--- src/rtl/misr_pkg.sv ---
// misr_pkg: shared MISR state encoding, feedback polynomials and the signature-step function
package misr_pkg;
  typedef enum logic [1:0] {IDLE, COMPACT, DONE} state_e;
  localparam int MAX_W = 32;
  localparam logic [7:0]  POLY_W8  = 8'h1D;
  localparam logic [8:0]  POLY_W9  = 9'h011;
  localparam logic [9:0]  POLY_W10 = 10'h009;
  localparam logic [10:0] POLY_W11 = 11'h005;
  localparam logic [11:0] POLY_W12 = 12'h053;
  localparam logic [12:0] POLY_W13 = 13'h01B;
  localparam logic [13:0] POLY_W14 = 14'h002B;
  localparam logic [14:0] POLY_W15 = 15'h0003;
  localparam logic [15:0] POLY_W16 = 16'h002D;
  // Works on a MAX_W container; w selects the live width, bits above it are cleared.
  function automatic logic [MAX_W-1:0] misr_next(input logic [MAX_W-1:0] sig, input logic [MAX_W-1:0] d,
                                                 input logic [MAX_W-1:0] poly, input int unsigned w);
    logic [MAX_W-1:0] m;
    m = (MAX_W'(1) << w) - MAX_W'(1);
    return ({sig[MAX_W-2:0], 1'b0} ^ (sig[5'(w - 1)] ? poly : '0) ^ d) & m;
  endfunction
endpackage

--- src/rtl/misr_signature_compactor_core.sv ---
// misr_core: signature register with seed load and update enable; exposes the next value for the verdict
module misr_core
  import misr_pkg::*;
#(
  parameter int             WIDTH = 14,
  parameter logic [WIDTH-1:0] POLY = POLY_W14
) (
  input  logic             clk,
  input  logic             rst_n,
  input  logic             load_i,
  input  logic [WIDTH-1:0] seed_i,
  input  logic             en_i,
  input  logic [WIDTH-1:0] data_i,
  output logic [WIDTH-1:0] sig_o,
  output logic [WIDTH-1:0] nxt_o
);
  logic [WIDTH-1:0] sig_q, sig_d;
  always_comb begin
    nxt_o = WIDTH'(misr_next(MAX_W'(sig_q), MAX_W'(data_i), MAX_W'(POLY), WIDTH));
    sig_d = load_i ? seed_i : en_i ? nxt_o : sig_q;
  end
  always_ff @(posedge clk or negedge rst_n)
    if (!rst_n) sig_q <= '0;
    else        sig_q <= sig_d;
  assign sig_o = sig_q;
endmodule

--- src/rtl/misr_signature_compactor.sv ---
// misr_signature_compactor: folds TEST_COUNT response words into a MISR and compares with a golden signature.
// Define MISR_X_MASK_EN to add data_mask_i, whose set bits are forced to 0 before compaction.
module misr_signature_compactor
  import misr_pkg::*;
#(
  parameter int               WIDTH      = 14,
  parameter int               TEST_COUNT = 148,
  parameter logic [WIDTH-1:0] POLY       = POLY_W14,
  parameter logic [WIDTH-1:0] SEED       = '0,
  localparam int              CW         = $clog2(TEST_COUNT + 1)
) (
  input  logic             clk,
  input  logic             rst_n,
  input  logic             start_i,
  input  logic             valid_i,
  input  logic [WIDTH-1:0] data_in_i,
  input  logic [WIDTH-1:0] golden_i,
`ifdef MISR_X_MASK_EN
  input  logic [WIDTH-1:0] data_mask_i,
`endif
  output logic [WIDTH-1:0] signature_o,
  output logic [CW-1:0]    count_o,
  output logic             busy_o,
  output logic             done_o,
  output logic             pass_o
);
  state_e           state_q, state_d;
  logic [CW-1:0]    count_q, count_d;
  logic             pass_q, pass_d;
  logic             start_ok, acc, last;
  logic [WIDTH-1:0] d, nxt;
`ifdef MISR_X_MASK_EN
  assign d = data_in_i & ~data_mask_i;
`else
  assign d = data_in_i;
`endif
  misr_core #(.WIDTH(WIDTH), .POLY(POLY)) u_core (
    .clk    (clk),
    .rst_n  (rst_n),
    .load_i (start_ok),
    .seed_i (SEED),
    .en_i   (acc),
    .data_i (d),
    .sig_o  (signature_o),
    .nxt_o  (nxt)
  );
  // start is only honoured outside a run; an in-flight run always completes
  always_comb begin
    start_ok = start_i && (state_q != COMPACT);
    acc      = (state_q == COMPACT) && valid_i;
    last     = acc && (count_q == CW'(TEST_COUNT - 1));
    state_d  = start_ok ? COMPACT : last ? DONE : state_q;
    count_d  = start_ok ? '0 : acc ? count_q + CW'(1) : count_q;
    pass_d   = start_ok ? 1'b0 : last ? (nxt == golden_i) : pass_q;
  end
  always_ff @(posedge clk or negedge rst_n)
    if (!rst_n) begin
      state_q <= IDLE;
      count_q <= '0;
      pass_q  <= 1'b0;
    end else begin
      state_q <= state_d;
      count_q <= count_d;
      pass_q  <= pass_d;
    end
  assign count_o = count_q;
  assign busy_o  = (state_q == COMPACT);
  assign done_o  = (state_q == DONE);
  assign pass_o  = pass_q;
endmodule

--- config.mk ---
export PLATFORM = sky130hd
export DESIGN_NAME = misr_signature_compactor
export DESIGN_NICKNAME = d
export VERILOG_FILES = /design/src/rtl/misr_pkg.sv /design/src/rtl/misr_signature_compactor_core.sv /design/src/rtl/misr_signature_compactor.sv
export SDC_FILE = /design/constraint.sdc
export NUM_CORES = 1
export LEC_CHECK = 0
export BUFFER_PORTS_ARGS = -buffer_cell sky130_fd_sc_hd__buf_2
export CORE_MARGIN = 1.5
export CORE_UTILIZATION = 53
export DETAILED_ROUTE_END_ITERATION = 8
export PLACE_DENSITY = 0.85
export SLEW_MARGIN = 25
export SYNTH_ARGS = -nofsm -noshare
export SYNTH_HDL_FRONTEND = slang
export SYNTH_SLANG_ARGS = --single-unit
--- constraint.sdc ---
create_clock -name clk -period 4.7 [get_ports clk]
set_clock_uncertainty 0.05 [all_clocks]
set_input_delay 0.94 -clock clk [delete_from_list [all_inputs] [get_ports clk]]
set_output_delay 0.94 -clock clk [all_outputs]
set_load 0.03 [all_outputs]
==> results of run 1 <==
-- worst reg2reg max path, stage by stage (launching register included) --
cell     delay, ns
dfrtp_1       0.56
xnor3_1       0.44
nand4_1       0.09
or4_1         0.50
o31ai_2       0.18
-- worst max-delay path by stage --
stage | endpoint | depth (start not counted) | slack (ns) | from
after global placement | pass_o$_DFFE_PN0P_ | 5 | 2.33 | valid_i
after global routing | busy_o | 3 | 2.33 | state_q[0]$_DFFE_PN0P_
final | busy_o | 3 | 2.39 | state_q[0]$_DFFE_PN0P_
after CTS | busy_o | 3 | 2.40 | state_q[0]$_DFFE_PN0P_
after detailed placement | pass_o$_DFFE_PN0P_ | 5 | 2.29 | valid_i
after floorplan | pass_o$_DFFE_PN0P_ | 5 | 2.54 | valid_i
-- state kept, by name, indices dropped and copies added, names as in the netlist --
name,flops
state_q,2
u_core.sig_o,14
count_o,8
pass_o,1
-- layout make-up --
| cell class | count | area, µm² |
|---|---|---|
| Fill cell | 235 | 900 |
| Multi-Input combinational cell | 109 | 903 |
| Sequential cell | 25 | 626 |
| Inverter | 2 | 7.51 |
| Timing Repair Buffer | 56 | 280 |
| Tap cell | 31 | 38.8 |
| Clock buffer | 4 | 26.3 |
-- synthesized netlist by cell type (all sizes together) (3+ instances only) --
cell type,number,share of area [%]
dfrtp,25,40
nand2,18,4.3
o21ai,17,5.4
xnor2,14,7.8
xnor3,13,19
xor2,8,4.5
nand3,7,2.2
nor2,7,1.7
nand4,4,2.0
and2,3,1.2
clkbuf,3,0.72
-- stage by stage --
stage / power, mW / std cells
3_3_place_gp: 0.948 / 223
3_5_place_dp: 0.968 / 223
2_1_floorplan: 0.821 / 141
4_1_cts: 1.06 / 227
5_1_grt: 1.12 / 227
6_report: 1.05 / 227
-- metal layers --
layer / vias up / routed length, µm / track usage, % / part of all wire, %
li1: 599 / - / - / -
met1: 582 / 1410 / 29.0 / 43
met2: 54 / 1620 / 36.0 / 49
met3: 6 / 212 / 3.17 / 6.5
met4: 0 / 38 / 5.98 / 1.2
met5: - / 0 / 0 / 0
-- cells by family after synthesis --
| family | after synthesis | synth area share [%] |
|---|---|---|
| and+or+nand+nor | 49 | 16.6 |
| buffers and inverters | 7 | 2.63 |
| AOI/OAI and AO/OA | 24 | 9.24 |
| xor gates and xnor gates | 35 | 30.9 |
| DFF | 25 | 39.8 |
| adders and majority gates | 1 | 0.797 |
-- power breakdown --
group,total [mW],switching [mW],internal (mW)
Clock,0.0941,0.0609,0.0332
Sequential,0.392,0.107,0.284
Combinational,0.567,0.297,0.270
Total,1.05,0.465,0.587
==> summary.txt, run 1 <==
Timing
  – Max frequency: approximately 430 MHz
  – Final period util: approximately 50%
  – Max-slew violations: 0
  – RSZ-0062 raised after global routing: no
  – Worst slew margin: 49.5%
  – # setup viols final: 0
  – Final min period: 2.31 ns
  – Setup ws final: between 2 and 2.5 ns
  – Slew @ Worst Pin: 0.758 ns
  – Setup TNS: 0 ns
  – Minimum hold slack: 0.487 ns
  – Final Hold Vio Count: 0

Worst setup path
  – Worst R2R Path Depth: 4
  – Reg2Reg Setup Slack: 2.79 ns
  – CP required: approximately 3.7 ns
  – CP Class: reg -> out
  – Reg2reg end: pass_o$_DFFE_PN0P_
  – Crit path largest cell delay: between 0.4 and 0.5 ns
  – Reg2Reg Launch Point: u_core.sig_o[13]$_DFFE_PN0P_
  – Buf/Inv on CP: 2
  – Crit path DAT: 1.32 ns
  – Crit-path max FO: 6
  – Crit. End Element: output pin
  – Worst-path cell chain: or2b_1, inv_1, buf_2
  – Delay-heaviest family, CP: flip-flops
  – Type of origin of the critical path: flip-flop
  – Slowest CP cell: dfrtp_1

Final layout
  – Fin util: roughly 68%
  – Most common cell after layout, fill and taps aside: buf_2
  – Final Net Count: 230
  – Design Area, Final: ~1900 µm²
  – Area Growth Syn to Fin: 19.8%
  – Most frequent cells in the layout: buf_2, dfrtp_1, nand2_1
  – Antenna cell count: 0
  – Layout cell share with drive strength beyond 1: 32.7%

Detailed routing
  – 1st-iter DRT viols: 23
  – Residual DRC: 0
  – Antenna Nets Post-Route: 0
  – WL final: 3280 µm
  – Pre-Repair DR Iteration Count: 4
  – Vias: between 1,000 and 1,500
  – DR vias/cell: 5.47
  – Routed len/inst: 14.4 µm

Pwr
  – Pwr Density: 559 nW/µm²
  – Leakage power: 0.985 nW
  – Worst VDD drop: 0.000408 V

Floorplanning
  – Die width: 57.4 µm
  – Die Ht: roughly 57 µm
  – Initial Util: 56.5%
  – Die ar.: 3300 µm²
  – Core box area: 2780 µm²
  – IO Count: 57
  – Rows: 19

Place
  – Count of buffers from port buffering: 56
  – Worst slack at placement: 2.29 ns
  – Placed Instance Area: about 1900 µm²
  – GP Congestion: 0.828
  – Hpwl dp: around 2600 µm

Clocking
  – Clock buffer depth: 2
  – Clock-pin slew on the worst setup and hold paths: approximately 0.13 ns
  – Clock Root Buffer: clkbuf_4
  – Clk sink count: 25
  – Setup Fix Bufs, Post-CTS: 0
  – CTS tree: done
  – Post-CTS Resized: 0
  – Clk Latency, worst-skew pair: 0.32 ns
  – CTS buffer count: 3
  – Htree depth: 1
  – Hold-fix buffers, CTS: 0

Hold path
  – Hold path startpoint: u_core.sig_o[4]$_DFFE_PN0P_
  – Hold/Removal Path Class: reg -> reg
  – WHS Endpoint: u_core.sig_o[4]$_DFFE_PN0P_
  – Hold path cells: 2

Global route
  – Pin count of the biggest net entering global routing: 26
  – First-pass GRT wire length: 5440 µm
  – Total track usage: 21.4%
  – Vias in the first global route: 1,205
  – Initial antenna violation count: 0
  – Overflow left after global routing: 0

Status
  – Status: completed

Synth
  – Number of synthesized flops with an enable pin: 0
  – Gate Count Post-Synth: 141
  – Ys flop type: dfrtp_1
  – FFs w/ async S/R, synth: between 90% and 100%
  – Synth warn: 0
  – Synthesized cell area: 1570 µm²
  – Synth unique cells: 30
  – #FFs+latches synth: 25
  – Syn_area_per_cell: 11.1 µm²
  – Post-Syn Nets: between 150 and 200
  – Register area share after synthesis: 39.8%

Run
  – MaxCap Viol Count: 0
Power figures use the tool's default switching activity.
==> run 2: changes to the inputs <==
--- a/config.mk
+++ b/config.mk
@@ -7,9 +7,9 @@
 export LEC_CHECK = 0
 export BUFFER_PORTS_ARGS = -buffer_cell sky130_fd_sc_hd__buf_2
 export CORE_MARGIN = 1.5
-export CORE_UTILIZATION = 53
+export CORE_UTILIZATION = 44
 export DETAILED_ROUTE_END_ITERATION = 8
-export PLACE_DENSITY = 0.85
+export PLACE_DENSITY = 0.75
 export SLEW_MARGIN = 25
 export SYNTH_ARGS = -nofsm -noshare
 export SYNTH_HDL_FRONTEND = slang
==> constraint.sdc (replaced) <==
create_clock -name clk -period 2 [get_ports clk]
set_clock_uncertainty 0.05 [all_clocks]
set_input_delay 0.4 -clock clk [delete_from_list [all_inputs] [get_ports clk]]
set_output_delay 0.4 -clock clk [all_outputs]
set_load 0.03 [all_outputs]
==> run 2 against run 1 <==
Net effect:
- cell area is 2.8% higher
- final cell count up 8.4%
- core utilization shrank 11 points
- sequential power grew 130%
- worst setup slack worse by 2.3 ns
- worst hold slack got worse by 0.49 ns
- routed wire length shrank 1.1%
- sequential share of layout area down 0.90 points
- non-clock buffer count up 4
- flip-flop and latch count is the same
==> summary.txt, run 2 (synthesized netlist as in run 1, its figures left out) <==
Worst setup path
  – Delay-heaviest family, CP: simple AND/OR/NAND/NOR gates
  – Crit-path max FO: 5
  – Worst-path cell chain: nor4_2, nand4_2, or4_1, o31ai_2
  – Levels on crit path: 4
  – Buf/Inv on CP: 0
  – Crit. End Element: flip-flop
  – Type of origin of the critical path: flip-flop
  – Reg2Reg Launch Point: count_o[5]$_DFFE_PN0P_
  – Reg2reg end: pass_o$_DFFE_PN0P_
  – Reg2Reg Setup Slack: 0.14 ns
  – Worst Setup SP: count_o[5]$_DFFE_PN0P_
  – Setup crit end: pass_o$_DFFE_PN0P_
  – Crit path DAT: a little over 2 ns
  – Crit path largest cell delay: around 0.58 ns
  – Slowest CP cell: or4_1
  – Worst R2R Path Depth: 4
  – CP required: 2.19 ns
  – CP Class: reg -> reg

Floorplanning
  – Die width: 62.7 µm
  – IO Count: 57
  – Die Ht: between 60 and 70 µm
  – Rows: 21
  – Core box area: 3390 µm²
  – Initial Util: 46.3%
  – Die ar.: 3940 µm²

Final layout
  – Most frequent cells in the layout: buf_2, dfrtp_1, nand2_1
  – Area Growth Syn to Fin: 23.2%
  – Layout cell share with drive strength beyond 1: 34.5%
  – Final Net Count: ~230
  – Antenna cell count: 0
  – Most common cell after layout, fill and taps aside: buf_2
  – Max reg flops: 14

Global route
  – Grt met3 use: 2.88%
  – Met1 Usage GRT: between 20% and 30%
  – Initial antenna violation count: 0
  – GR peak layer: met2
  – GR Util met2: 28.6%
  – Pin count of the biggest net entering global routing: 26
  – Overflow left after global routing: 0
  – First-pass GRT wire length: about 5500 µm
  – Total track usage: 17.6%
  – Vias in the first global route: 1,187

Clocking
  – Clock buffer depth: 2
  – Clk Latency, worst-skew pair: 0.31 ns
  – Htree depth: 1
  – Setup Fix Bufs, Post-CTS: 0
  – Clock-pin slew on the worst setup and hold paths: 0.14 ns
  – CTS buffer count: 3
  – Hold-fix buffers, CTS: 0
  – Clk sink count: 25
  – CTS tree: done
  – Clock Root Buffer: clkbuf_4
  – Post-CTS Resized: 0

Place
  – Hpwl dp: approximately 2500 µm
  – Worst slack at placement: 0.139 ns
  – GP Congestion: around 0.85
  – Count of buffers from port buffering: 56

Detailed routing
  – Routed len/inst: between 10 and 15 µm
  – Residual DRC: 0
  – Vias: 1,196
  – Antenna Nets Post-Route: 0
  – WL final: 3240 µm
  – DR vias/cell: 4.86
  – Pre-Repair DR Iteration Count: 4
  – 1st-iter DRT viols: between 70 and 80

Hold path
  – Hold/Removal Path Class: in -> async

Timing
  – Worst slew margin: 62.8%
  – Final period util: 93.1%
  – Setup ws final: 0.139 ns
  – Final min period: 1.86 ns
  – Max-slew violations: 0
  – Final Hold Vio Count: 0
  – Max frequency: roughly 540 MHz
  – Setup TNS: 0 ns
  – Slew @ Worst Pin: 0.558 ns
  – RSZ-0062 raised after global routing: no
  – # setup viols final: 0

Status
  – Status: completed

Run
  – MaxCap Viol Count: 0

Pwr
  – Pwr Density: approximately 1300 nW/µm²
  – Tot Pwr: ~2.5 mW
  – Worst VDD drop: 0.000735 V
  – Leakage power: 1.00 nW
==> run 2: where the power goes <==
| group | internal, mW | leakage, nW | total [mW] | switching (mW) |
|---|---|---|---|---|
| Sequential | 0.668 | 0.318 | 0.891 | 0.223 |
| Clock | 0.0762 | 0.0139 | 0.231 | 0.154 |
| Combinational | 0.662 | 0.673 | 1.39 | 0.724 |
| Total | 1.41 | 1.00 | 2.51 | 1.10 |
==> run 2: worst reg2reg max path, stage by stage (launching register included) <==
cell and delay [ns]:
dfrtp_1 0.46, nor4_2 0.32, nand4_2 0.18, or4_1 0.58, o31ai_2 0.20
==> run 2: metrics by stage <==
| step | hold slack, ns | util, % | instances | instance area [µm²] |
|---|---|---|---|---|
| floorplan | 0.0544 | - | 141 | 1570 |
| global placement | 0.368 | 56.2 | 242 | 1900 |
| detailed placement | 0.374 | 56.2 | 242 | 1900 |
| CTS | 0.00364 | 57.1 | 246 | 1930 |
| global route | 0.0286 | 57.1 | 246 | 1930 |
| finish | 0.00221 | 57.1 | 246 | 1930 |
==> run 2: area by class of cell <==
class / count / area, µm²
well taps: 46 / 57.6
fillers: 315 / 1460
flip-flops and latches: 25 / 626
multi-input cells: 109 / 903
inverters: 2 / 7.51
repair buffers: 60 / 310
clock buffers: 3 / 22.5
clock inverters: 1 / 7.51
==> run 2: worst min path at each step <==
stage,to,slack [ns],depth (start not counted)
2_1_floorplan,count_o[0]$_DFFE_PN0P_,0.05,0
3_3_place_gp,count_o[2]$_DFFE_PN0P_,0.37,1
3_5_place_dp,count_o[2]$_DFFE_PN0P_,0.37,1
4_1_cts,count_o[4]$_DFFE_PN0P_,0.004,1
5_1_grt,count_o[3]$_DFFE_PN0P_,0.03,1
6_report,u_core.sig_o[8]$_DFFE_PN0P_,0.002,1
==> run 2: layer usage <==
metal / up-vias / share of wire (%)
met3: 2 / 5.7
met1: 548 / 49
li1: 606 / -
met5: - / 0
met2: 40 / 44
met4: 0 / 0.55
